<file path="src/rtl/seq_calc_arbiter_if.sv">
// Requester, engine and response signals shared between the scheduler and its users.
interface seq_calc_arbiter_if #(
  parameter int unsigned NUM_REQ = 4,
  parameter int unsigned N_W     = 8,
  parameter int unsigned RES_W   = 16
);
  logic [NUM_REQ-1:0]     req_valid;
  logic [NUM_REQ-1:0]     req_op;
  logic [NUM_REQ*N_W-1:0] req_n;
  logic [NUM_REQ-1:0]     req_ready;
  logic                   eng_start;
  logic                   eng_op;
  logic [N_W-1:0]         eng_n;
  logic                   eng_abort;
  logic                   eng_done;
  logic [RES_W-1:0]       eng_result;
  logic                   eng_ovf;
  logic                   eng_err;
  logic [NUM_REQ-1:0]     rsp_valid;
  logic [NUM_REQ-1:0]     rsp_ready;
  logic [RES_W-1:0]       rsp_data;
  logic                   rsp_ovf;
  logic                   rsp_err;
  logic                   rsp_tmo;
  logic                   busy;

  modport slave (
    input  req_valid, req_op, req_n, eng_done, eng_result, eng_ovf, eng_err, rsp_ready,
    output req_ready, eng_start, eng_op, eng_n, eng_abort,
           rsp_valid, rsp_data, rsp_ovf, rsp_err, rsp_tmo, busy
  );

  modport master (
    output req_valid, req_op, req_n, eng_done, eng_result, eng_ovf, eng_err, rsp_ready,
    input  req_ready, eng_start, eng_op, eng_n, eng_abort,
           rsp_valid, rsp_data, rsp_ovf, rsp_err, rsp_tmo, busy
  );
endinterface

</file>
<file path="src/rtl/seq_calc_arbiter.sv">
// Round-robin scheduler sharing one Fibonacci/triangle engine among NUM_REQ requesters,
// with a WAIT watchdog and a held valid/ready response per job.
module seq_calc_arbiter #(
  parameter int unsigned NUM_REQ = 4,
  parameter int unsigned N_W     = 8,
  parameter int unsigned RES_W   = 16,
  parameter int unsigned TIMEOUT = 1024
) (
  input logic              clk,
  input logic              reset_n,
  seq_calc_arbiter_if.slave bus
);
  localparam int unsigned ID_W  = $clog2(NUM_REQ);
  localparam int unsigned TMR_W = $clog2(TIMEOUT);

  typedef enum logic [1:0] {
    IDLE    = 2'd0,
    ISSUE   = 2'd1,
    WAIT    = 2'd2,
    RESPOND = 2'd3
  } state_t;

  state_t             state;
  state_t             state_next;
  logic [ID_W-1:0]    rr_ptr;
  logic [ID_W-1:0]    id_q;
  logic [ID_W-1:0]    win_id;
  logic               win_found;
  logic               op_win;
  logic [N_W-1:0]     n_win;
  logic [TMR_W-1:0]   timer;
  logic [NUM_REQ-1:0] grant;
  logic               done_hit;
  logic               tmo_hit;
  logic               accept;

  logic               op_q;
  logic [N_W-1:0]     n_q;
  logic               eng_start_q;
  logic               eng_abort_q;
  logic               busy_q;
  logic [NUM_REQ-1:0] rsp_valid_q;
  logic [RES_W-1:0]   rsp_data_q;
  logic               rsp_ovf_q;
  logic               rsp_err_q;
  logic               rsp_tmo_q;

  // First valid requester searching upward from rr_ptr, with its operands.
  always_comb begin
    int unsigned idx;
    idx       = 0;
    win_found = 1'b0;
    win_id    = '0;
    op_win    = 1'b0;
    n_win     = '0;
    for (int unsigned k = 0; k < NUM_REQ; k++) begin
      idx = (32'(rr_ptr) + k) % NUM_REQ;
      if (!win_found && bus.req_valid[ID_W'(idx)]) begin
        win_found = 1'b1;
        win_id    = ID_W'(idx);
      end
    end
    for (int unsigned i = 0; i < NUM_REQ; i++) begin
      if (ID_W'(i) == win_id) begin
        op_win = bus.req_op[i];
        n_win  = bus.req_n[i*N_W +: N_W];
      end
    end
  end

  always_ff @(posedge clk or negedge reset_n) begin
    if (!reset_n) state <= IDLE;
    else          state <= state_next;
  end

  always_comb begin
    state_next = state;
    grant      = '0;
    done_hit   = 1'b0;
    tmo_hit    = 1'b0;
    accept     = 1'b0;
    case (state)
      IDLE: begin
        if (win_found) begin
          grant[win_id] = 1'b1;
          state_next    = ISSUE;
        end
      end
      ISSUE: state_next = WAIT;
      WAIT: begin
        // Completion takes priority over a watchdog expiry in the same cycle.
        if (bus.eng_done) begin
          done_hit   = 1'b1;
          state_next = RESPOND;
        end else if (timer == TMR_W'(TIMEOUT - 1)) begin
          tmo_hit    = 1'b1;
          state_next = RESPOND;
        end
      end
      RESPOND: begin
        if (bus.rsp_ready[id_q]) begin
          accept     = 1'b1;
          state_next = IDLE;
        end
      end
      default: state_next = IDLE;
    endcase
  end

  always_ff @(posedge clk or negedge reset_n) begin
    if (!reset_n) begin
      rr_ptr      <= '0;
      id_q        <= '0;
      op_q        <= 1'b0;
      n_q         <= '0;
      timer       <= '0;
      eng_start_q <= 1'b0;
      eng_abort_q <= 1'b0;
      busy_q      <= 1'b0;
      rsp_valid_q <= '0;
      rsp_data_q  <= '0;
      rsp_ovf_q   <= 1'b0;
      rsp_err_q   <= 1'b0;
      rsp_tmo_q   <= 1'b0;
    end else begin
      eng_start_q <= (state == IDLE) && win_found;
      eng_abort_q <= tmo_hit;
      busy_q      <= (state_next != IDLE);
      timer       <= (state == WAIT) ? timer + TMR_W'(1) : '0;
      rsp_valid_q <= '0;
      if (state_next == RESPOND) rsp_valid_q[id_q] <= 1'b1;
      if ((state == IDLE) && win_found) begin
        id_q <= win_id;
        op_q <= op_win;
        n_q  <= n_win;
      end
      if (done_hit) begin
        rsp_data_q <= bus.eng_result;
        rsp_ovf_q  <= bus.eng_ovf;
        rsp_err_q  <= bus.eng_err;
        rsp_tmo_q  <= 1'b0;
      end else if (tmo_hit) begin
        rsp_data_q <= '0;
        rsp_ovf_q  <= 1'b0;
        rsp_err_q  <= 1'b1;
        rsp_tmo_q  <= 1'b1;
      end
      if (accept) rr_ptr <= ID_W'((32'(id_q) + 32'd1) % NUM_REQ);
    end
  end

  // Grant is the only combinational output; forced low while reset is held.
  assign bus.req_ready = grant & {NUM_REQ{reset_n}};
  assign bus.eng_start = eng_start_q;
  assign bus.eng_op    = op_q;
  assign bus.eng_n     = n_q;
  assign bus.eng_abort = eng_abort_q;
  assign bus.rsp_valid = rsp_valid_q;
  assign bus.rsp_data  = rsp_data_q;
  assign bus.rsp_ovf   = rsp_ovf_q;
  assign bus.rsp_err   = rsp_err_q;
  assign bus.rsp_tmo   = rsp_tmo_q;
  assign bus.busy      = busy_q;
endmodule
</file>
<file path="src/flat_wrapper.sv">
// flat-port wrapper written by rule: the top's interface ports become plain ports
module seq_calc_arbiter_flat 
#(
  parameter int unsigned NUM_REQ = 4,
  parameter int unsigned N_W     = 8,
  parameter int unsigned RES_W   = 16,
  parameter int unsigned TIMEOUT = 1024
)
  (clk, reset_n, bus_req_valid, bus_req_op, bus_req_n, bus_eng_done, bus_eng_result, bus_eng_ovf, bus_eng_err, bus_rsp_ready, bus_req_ready, bus_eng_start, bus_eng_op, bus_eng_n, bus_eng_abort, bus_rsp_valid, bus_rsp_data, bus_rsp_ovf, bus_rsp_err, bus_rsp_tmo, bus_busy);
  seq_calc_arbiter_if #(.NUM_REQ(NUM_REQ), .N_W(N_W), .RES_W(RES_W)) bus_i ();
  input logic clk;
  input logic reset_n;
  input wire logic [$bits(bus_i.req_valid)-1:0] bus_req_valid;
  input wire logic [$bits(bus_i.req_op)-1:0] bus_req_op;
  input wire logic [$bits(bus_i.req_n)-1:0] bus_req_n;
  input wire logic [$bits(bus_i.eng_done)-1:0] bus_eng_done;
  input wire logic [$bits(bus_i.eng_result)-1:0] bus_eng_result;
  input wire logic [$bits(bus_i.eng_ovf)-1:0] bus_eng_ovf;
  input wire logic [$bits(bus_i.eng_err)-1:0] bus_eng_err;
  input wire logic [$bits(bus_i.rsp_ready)-1:0] bus_rsp_ready;
  output wire logic [$bits(bus_i.req_ready)-1:0] bus_req_ready;
  output wire logic [$bits(bus_i.eng_start)-1:0] bus_eng_start;
  output wire logic [$bits(bus_i.eng_op)-1:0] bus_eng_op;
  output wire logic [$bits(bus_i.eng_n)-1:0] bus_eng_n;
  output wire logic [$bits(bus_i.eng_abort)-1:0] bus_eng_abort;
  output wire logic [$bits(bus_i.rsp_valid)-1:0] bus_rsp_valid;
  output wire logic [$bits(bus_i.rsp_data)-1:0] bus_rsp_data;
  output wire logic [$bits(bus_i.rsp_ovf)-1:0] bus_rsp_ovf;
  output wire logic [$bits(bus_i.rsp_err)-1:0] bus_rsp_err;
  output wire logic [$bits(bus_i.rsp_tmo)-1:0] bus_rsp_tmo;
  output wire logic [$bits(bus_i.busy)-1:0] bus_busy;
  assign bus_i.req_valid = bus_req_valid;
  assign bus_i.req_op = bus_req_op;
  assign bus_i.req_n = bus_req_n;
  assign bus_i.eng_done = bus_eng_done;
  assign bus_i.eng_result = bus_eng_result;
  assign bus_i.eng_ovf = bus_eng_ovf;
  assign bus_i.eng_err = bus_eng_err;
  assign bus_i.rsp_ready = bus_rsp_ready;
  assign bus_req_ready = bus_i.req_ready;
  assign bus_eng_start = bus_i.eng_start;
  assign bus_eng_op = bus_i.eng_op;
  assign bus_eng_n = bus_i.eng_n;
  assign bus_eng_abort = bus_i.eng_abort;
  assign bus_rsp_valid = bus_i.rsp_valid;
  assign bus_rsp_data = bus_i.rsp_data;
  assign bus_rsp_ovf = bus_i.rsp_ovf;
  assign bus_rsp_err = bus_i.rsp_err;
  assign bus_rsp_tmo = bus_i.rsp_tmo;
  assign bus_busy = bus_i.busy;
  seq_calc_arbiter #(.NUM_REQ(NUM_REQ), .N_W(N_W), .RES_W(RES_W), .TIMEOUT(TIMEOUT)) u_core (.clk(clk), .reset_n(reset_n), .bus(bus_i));
endmodule
</file>
<file path="config.mk">
export PLATFORM = sky130hd
export DESIGN_NAME = seq_calc_arbiter_flat
export DESIGN_NICKNAME = d
export VERILOG_FILES = /design/src/rtl/seq_calc_arbiter_if.sv /design/src/rtl/seq_calc_arbiter.sv /design/src/flat_wrapper.sv
export SDC_FILE = /design/constraint.sdc
export NUM_CORES = 1
export LEC_CHECK = 0
export ABC_CLOCK_PERIOD_IN_PS = 3300
export CORE_UTILIZATION = 45
export DETAILED_ROUTE_END_ITERATION = 8
export PLACE_DENSITY = 0.86
export SYNTH_ARGS = -nofsm -noshare
export SYNTH_HDL_FRONTEND = slang
export SYNTH_SLANG_ARGS = --single-unit
</file>
<file path="constraint.sdc">
create_clock -name clk -period 3.3 [get_ports clk]
set_input_delay 0.495 -clock clk [delete_from_list [all_inputs] [get_ports clk]]
set_output_delay 0.495 -clock clk [all_outputs]
set_load 0.02 [all_outputs]
</file>
==> reports/qor.csv, run 1 <==
metric;value;unit
Clock Latency Late Sink;0.30;ns
DP Wirelength;4630;µm
clk slew on worst S/H paths;0.09;ns
Final setup viols;0;
Crit path buffers/inverters;2;
final clock skew;0.00559;ns
number of flops mapped to enable cells by yosys;0;
clock root buffer;clkbuf_8;
placement-stage cell area;3550;µm²
post-synthesis adder-cell area fraction;2.58;%
area fraction of the dominant cell type after synthesis;52.6;%
DRC Markers;0;
I/O pins;104;
Slew headroom;55.3;%
Layout area overhead;49.7;%
post-synthesis mux area share;5.36;%
Synth Area in Simple Gates;15.5;%
die height;75.4;µm
status;complete, no violations;
Clock Path Buffers;2;
die width;75.4;µm
Worst VDD drop;431;µV
synth warn;0;
RSZ-0062 raised after global routing;no;
Post-DRT Antenna Nets;0;
CP max FO;5;
Core ar.;5140;µm²
# resized after CTS;0;
most used routing layer in global routing;met2;
fmax;331;MHz
Synth Area in Compound Gates;19.2;%
placed cells;390;
Pins Over Slew Limit;0;
Final Cycle Share;91.5;%
crit path max-delay cell type;clkdlybuf4s50_1;
antenna cells;0;
total die area;5690;µm²
CP Data Required Time;2.80;ns
NumNets Final;397;
TritonCTS sink count;51;
initial core utilization;47.2;%
CP startpoint kind;input port;
post-synthesis sequential area ratio;52.6;%
Remaining Overflow, GRT;0;
wire per inst;15.3;µm
syn_area_per_cell;11.1;µm²
Pleak;0.00151;µW
global-route wire length before repair;9140;µm
Synth Instances;219;
critical path's top delay family;buffers and inverters;
Worst-Margin Slew;0.670;ns
CTS H-tree depth;2;
count of final hold-check violations;0;
Synth area leaders;dfrtp_1 53%, a22o_1 6.1%, a211oi_1 2.8%;
Tmin final;3.02;ns
Post-CTS Hold Buffers;0;
Final Wtd Congestion;0.833;
arrival time worst endpoint;2.53;ns
met2 GRT Util;34.7;%
leading area contributor after synthesis;dfrtp_1;
Finished Core Util;70.7;%
pwr/cell area;768;nW/µm²
CTS Buf Count;5;
TritonRoute pass-1 iters;4;
kind of critical path;in -> out;
Max Cap Viol;0;
Commonest cells post-synth;51 x dfrtp_1, 17 x a22o_1, 17 x nor2_1, 10 x a21oi_1;
setup_tns;0;ns
Worst setup EP type;primary output;
syn nets;289;
CP max stage delay;0.63;ns
I/O Buffers;103;
CP Depth;6;
detailed router's first-iteration violation count;165;
largest net degree at the start of global routing;52;
row count;26;
library cells used by synthesis;37;
CP Cell Sequence;clkdlybuf4s50_1, nand2b_1, a211oi_1, nor2_1, nor3_1, clkdlybuf4s50_1;
asr flop ratio synth;100;%
largest family of logic cells by synthesized area;compound AO/OA/AOI/OAI gates;
met3 GRT Util;6.61;%
Vias;2200;
met1 usage;27.2;%
fin cells;398;
Post-Synth XOR/XNOR Area;1.81;%
most frequent cell on the critical path;clkdlybuf4s50_1;
setup repair bufs after CTS;0;
CTS tree;built;
total track usage;21.8;%
share of layout cells above drive strength 1;8.84;%
vias in the first global route;2028;
Post-Route WL;6080;µm
antenna violations before repair;0;
fin area;3630;µm²
predominant post-synthesis flop cell;dfrtp_1;
Worst R2R Path Depth;6;
#FFs+latches synth;51;
worst hold path class;in -> async;
most frequent cell after synthesis;dfrtp_1;
synthesized area;2430;µm²
via/cell ratio;5.53;
## cell families (layout without fill, tap and decap cells)
| kind of cell | count (synthesis) | after routing |
|---|---|---|
| adders and majority gates | 5 | 5 |
| muxes | 11 | 11 |
| buffers and inverters | 15 | 124 |
| AOI/OAI and AO/OA | 63 | 63 |
| and+or+nand+nor | 69 | 69 |
| xor gates and xnor gates | 5 | 5 |
| DFF | 51 | 51 |
## per-stage QoR
stage / hold slack (ns) / setup slack (ns) / total power (µW)
floorplan: 0.199 / 1.06 / 1830
global placement: 0.447 / 0.412 / 2420
detailed placement: 0.451 / 0.324 / 2460
CTS: 0.374 / 0.280 / 2810
global route: 0.418 / 0.158 / 2970
finish: 0.365 / 0.280 / 2790
## final cells by class
class / count / area, µm²
well taps: 70 / 87.6
multi-input cells: 153 / 1080
clock buffers: 6 / 72.6
clock inverters: 2 / 12.5
fillers: 390 / 1510
flip-flops and latches: 51 / 1280
repair buffers: 111 / 1090
inverters: 5 / 18.8
## flip-flops by register name, summed over array words and instances, names as in the netlist
signal                count
u_core.id_q               2
u_core.state              2
u_core.bus.rsp_err        1
u_core.bus.eng_n          8
u_core.timer             10
u_core.bus.rsp_data      16
u_core.bus.eng_start      1
u_core.bus.busy           1
u_core.bus.rsp_tmo        1
u_core.bus.eng_op         1
u_core.rr_ptr             2
u_core.bus.rsp_ovf        1
u_core.bus.rsp_valid      4
u_core.bus.eng_abort      1
## layer usage
| metal | vias up | part of all wire [%] |
|---|---|---|
| li1 | 1022 | - |
| met2 | 117 | 47 |
| met3 | 19 | 9.3 |
| met4 | 0 | 2.8 |
| met5 | - | 0 |
| met1 | 1042 | 41 |
## path summary, 6_finish.rpt
path                                  start                      to  slack (ns)
max reg2reg                u_core.rr_ptr[1]       u_core.bus.eng_op        1.07
min                                 reset_n         u_core.state[0]        0.36
min in group clk            u_core.timer[0]         u_core.timer[0]        0.46
min reg2reg                 u_core.timer[0]         u_core.timer[0]        0.46
max in group asynchronous           reset_n  u_core.bus.rsp_data[3]        2.52
max                        bus_req_valid[3]        bus_req_ready[1]        0.28
## cell usage in the layout (no fill, tap or decap), drive strengths merged, types with 8 or more instances in the layout
master	synthesis	final
a211oi	9	9
a21oi	11	11
a22o	17	17
buf	2	9
clkdlybuf4s50	0	102
dfrtp	51	51
nand3	8	8
nor2	18	18
nor2b	8	8
o21ai	9	9
## power by group
group | leakage, µW | total (µW) | switching [µW] | internal [µW]
clock network | 0.0000412 | 345 | 196 | 148
registers | 0.000644 | 1020 | 164 | 853
logic | 0.000827 | 1430 | 712 | 717
total | 0.00151 | 2790 | 1070 | 1720
Power figures use the tool's default switching activity.
==> run 2, diff against run 1 <==
- CAP_MARGIN: unset -> 15
- CORE_UTILIZATION: 45 -> 25
- CTS_CLUSTER_DIAMETER: unset -> 30
- PLACE_DENSITY: 0.86 -> 0.54
==> reports/qor.csv, run 2 (synthesis results as in run 1) <==
metric;value;unit
most frequent cells in the layout;102 x clkdlybuf4s50_1, 51 x dfrtp_1, 17 x nor2_1, 17 x a22o_1, 10 x a21oi_1;
Remaining Overflow, GRT;0;
Tmin final;3.02;ns
Clock Latency Late Sink;0.30;ns
status;complete, no violations;
Pins Over Slew Limit;0;
I/O pins;104;
CP Data Required Time;2.80;ns
NumNets Final;398;
Post-DRT Antenna Nets;0;
RSZ-0062 raised after global routing;no;
clk slew on worst S/H paths;0.10;ns
die height;101;µm
final hold slack;0.385;ns
initial core utilization;26.0;%
Finished Core Util;40.0;%
CP startpoint kind;input port;
setup repair bufs after CTS;0;
Clock Path Buffers;2;
Vias;2142;
Max Cap Viol;0;
Critical Path Start;bus_req_valid[3];
final clock skew;0.0118;ns
global-route wire length before repair;10600;µm
Final Cycle Share;91.6;%
Slew headroom;45.8;%
detailed router's first-iteration violation count;40;
# resized after CTS;0;
Final Wtd Congestion;0.861;
share of layout cells above drive strength 1;9.42;%
antenna violations before repair;0;
Worst-Margin Slew;0.807;ns
TritonRoute pass-1 iters;4;
Post-CTS Hold Buffers;0;
kind of critical path;in -> out;
commonest non-fill, non-tap cell in the layout;clkdlybuf4s50_1;
fmax;331;MHz
Worst VDD drop;232;µV
vias in the first global route;2132;
TritonCTS sink count;51;
clock root buffer;clkbuf_8;
Final setup viols;0;
Core ar.;9330;µm²
CTS Buf Count;5;
arrival time worst endpoint;2.53;ns
CP max FO;5;
via/cell ratio;4.68;
Tot Pwr;2830;µW
max FFs per register;16;
CTS H-tree depth;2;
wire per inst;14.2;µm
total track usage;13.5;%
setup_tns;0;ns
total die area;10100;µm²
die width;101;µm
Layout area overhead;53.6;%
DRC Markers;0;
row count;35;
I/O Buffers;103;
Worst setup EP type;primary output;
Post-Route WL;6490;µm
Pleak;0.00152;µW
largest net degree at the start of global routing;52;
DP Wirelength;4930;µm
count of final hold-check violations;0;
pwr/cell area;760;nW/µm²
CTS tree;built;
antenna cells;0;
Worst R2R Start;u_core.rr_ptr[1];
worst hold path class;in -> async;
[run 2: cell types whose count changed in the layout (fill, tap and decap cells not counted)]
cell      delta
clkinv_2     -1
clkinv_4     +1
clkbuf_1     -1
clkbuf_8     +1
buf_4        +1
[run 2: critical path, stage by stage]
cell and delay, ns:
clkdlybuf4s50_1 0.49, nand2b_1 0.18, a211oi_1 0.37, nor2_1 0.12
nor3_1 0.22, clkdlybuf4s50_1 0.64
[run 2: worst paths after layout]
path	end	slack [ns]	cells after the start
worst max-delay path	bus_req_ready[0]	0.28	6
worst min-delay path	u_core.timer[1]	0.38	2
worst max register to register	u_core.bus.eng_op	1.20	6
worst min register to register	u_core.timer[0]	0.47	1
max in group asynchronous	u_core.bus.eng_n[5]	2.48	2
min in group clk	u_core.timer[0]	0.47	1
[run 2: power by group]
part	internal (µW)	switching [µW]	total, µW
sequential	853	158	1010
clock	171	206	377
combinational	721	723	1440
[run 2: layout make-up]
class                   count  area [µm²]
repair buffers            112        1090
fillers                   937        5600
clock inverters             2        16.3
inverters                   5        18.8
multi-input cells         153        1080
clock buffers               6        82.6
flip-flops and latches     51        1280
well taps                 129         161
[run 2: per-layer routing]
layer	GRT usage (%)	vias up	wire (µm)
li1	-	1031	-
met5	0	-	0
met2	21.0	81	2910
met3	3.74	4	411
met1	18.7	1026	3130
met4	3.01	0	42
[run 2: through the flow]
stage	instance area, µm²	instances	worst slack [ns]
floorplan	2430	219	1.06
global placement	3630	450	0.339
detailed placement	3630	450	0.307
CTS	3730	458	0.284
global route	3730	458	0.168
finish	3730	458	0.278
==> run 3, diff against run 2 <==
- CORE_MARGIN: unset -> 3
==> reports/qor.csv, run 3 (synthesis results as in run 1) <==
metric;value;unit
Layout area overhead;53.7;%
most frequent cell on the critical path;clkdlybuf4s50_1;
setup_tns;0;ns
detailed router's first-iteration violation count;47;
die width;105;µm
Pins Over Slew Limit;0;
TritonRoute pass-1 iters;4;
fin cells;458;
kind of critical path;in -> out;
Post-Route WL;6720;µm
final clock skew;0.00641;ns
Final setup viols;0;
status;complete, no violations;
antenna violations before repair;0;
Worst setup EP type;primary output;
pwr/cell area;765;nW/µm²
placed cells;450;
count of final hold-check violations;0;
CTS H-tree depth;2;
Post-DRT Antenna Nets;0;
row count;35;
RSZ-0062 raised after global routing;no;
Slew headroom;53.2;%
global-route wire length before repair;11100;µm
most frequent cells in the layout;102 x clkdlybuf4s50_1, 51 x dfrtp_1, 17 x nor2_1, 17 x a22o_1, 10 x a21oi_1;
CTS Buf Count;5;
max FFs per register;16;
commonest non-fill, non-tap cell in the layout;clkdlybuf4s50_1;
Worst-Margin Slew;0.699;ns
largest net degree at the start of global routing;52;
I/O Buffers;103;
wire per inst;14.7;µm
total track usage;12.4;%
die height;105;µm
initial core utilization;26.0;%
CP startpoint kind;input port;
Remaining Overflow, GRT;0;
critical path's top delay family;buffers and inverters;
Post-CTS Hold Buffers;0;
CP max FO;5;
setup repair bufs after CTS;0;
CP max stage delay;0.64;ns
Final Cycle Share;90.3;%
arrival time worst endpoint;2.49;ns
clock root buffer;clkbuf_8;
DP Wirelength;5150;µm
CP Cell Sequence;clkdlybuf4s50_1, nand2b_1, a211oi_1, nor2_1, nor3_1, clkdlybuf4s50_1;
clk slew on worst S/H paths;0.09;ns
Worst R2R Start;u_core.rr_ptr[1];
fmax;335;MHz
r2r endpoint;u_core.bus.eng_n[1];
area occupied by multi-input gates;1080;µm²
Final Wtd Congestion;0.752;
Pleak;0.00153;µW
Max Cap Viol;0;
flop2flop setup slack;1.21;ns
Clock Path Buffers;2;
# resized after CTS;0;
I/O pins;104;
via/cell ratio;4.66;
CP Data Required Time;2.80;ns
DRC Markers;0;
worst hold path class;in -> async;
placement-stage cell area;3630;µm²
Worst VDD drop;288;µV
share of layout cells above drive strength 1;9.12;%
vias in the first global route;2191;
antenna cells;0;
Vias;2132;
NumNets Final;398;
Tmin final;2.98;ns
total die area;10900;µm²
Core ar.;9330;µm²
# fillers;935;
TritonCTS sink count;51;
CTS tree;built;
Tot Pwr;2850;µW
fin area;3730;µm²
Clock Latency Late Sink;0.30;ns
Worst R2R Path Depth;6;
register area;1280;µm²
crit path max-delay cell type;clkdlybuf4s50_1;
Crit path buffers/inverters;2;
## run 3: cell types whose count changed in the layout (fill, tap and decap cells not counted)
cell and change:
clkinvlp_4 -1, clkbuf_1 +1, clkinv_4 -1, clkbuf_8 +1
## run 3: worst max path at each step
stage                           from                to  slack [ns]  cells past startpoint
floorplan           bus_req_valid[0]  bus_req_ready[0]        1.06                      6
CTS                 bus_req_valid[3]  bus_req_ready[1]        0.33                      6
finish              bus_req_valid[3]  bus_req_ready[1]        0.32                      6
global route        bus_req_valid[3]  bus_req_ready[1]        0.16                      6
global placement    bus_req_valid[3]  bus_req_ready[0]        0.38                      6
detailed placement  bus_req_valid[3]  bus_req_ready[1]        0.33                      6
## run 3: area by class of cell
class	count	share of cell area, %
tap	129	4.33
multi-input combinational	153	28.9
inverter	5	0.503
sequential	51	34.2
timing repair buffer	112	29.3
clock buffer	8	2.68
## run 3: metrics by stage
step	worst slack, ns	util [%]	hold slack [ns]
4_1_cts	0.328	40.0	0.412
3_5_place_dp	0.334	38.9	0.452
2_1_floorplan	1.06	-	0.199
5_1_grt	0.157	40.0	0.439
6_report	0.319	40.0	0.380
3_3_place_gp	0.383	38.9	0.447
## run 3: per-layer routing
layer  wire length [µm]  track usage, %
met3                583            3.79
met4                 55            3.42
met1               3080            16.5
met5                  0               0
met2               3010            19.5
## run 3: where the power goes
group          switching, µW  leakage (µW)  internal [µW]
clock                    202     0.0000515            192
combinational            725      0.000832            722
sequential               159      0.000644            853
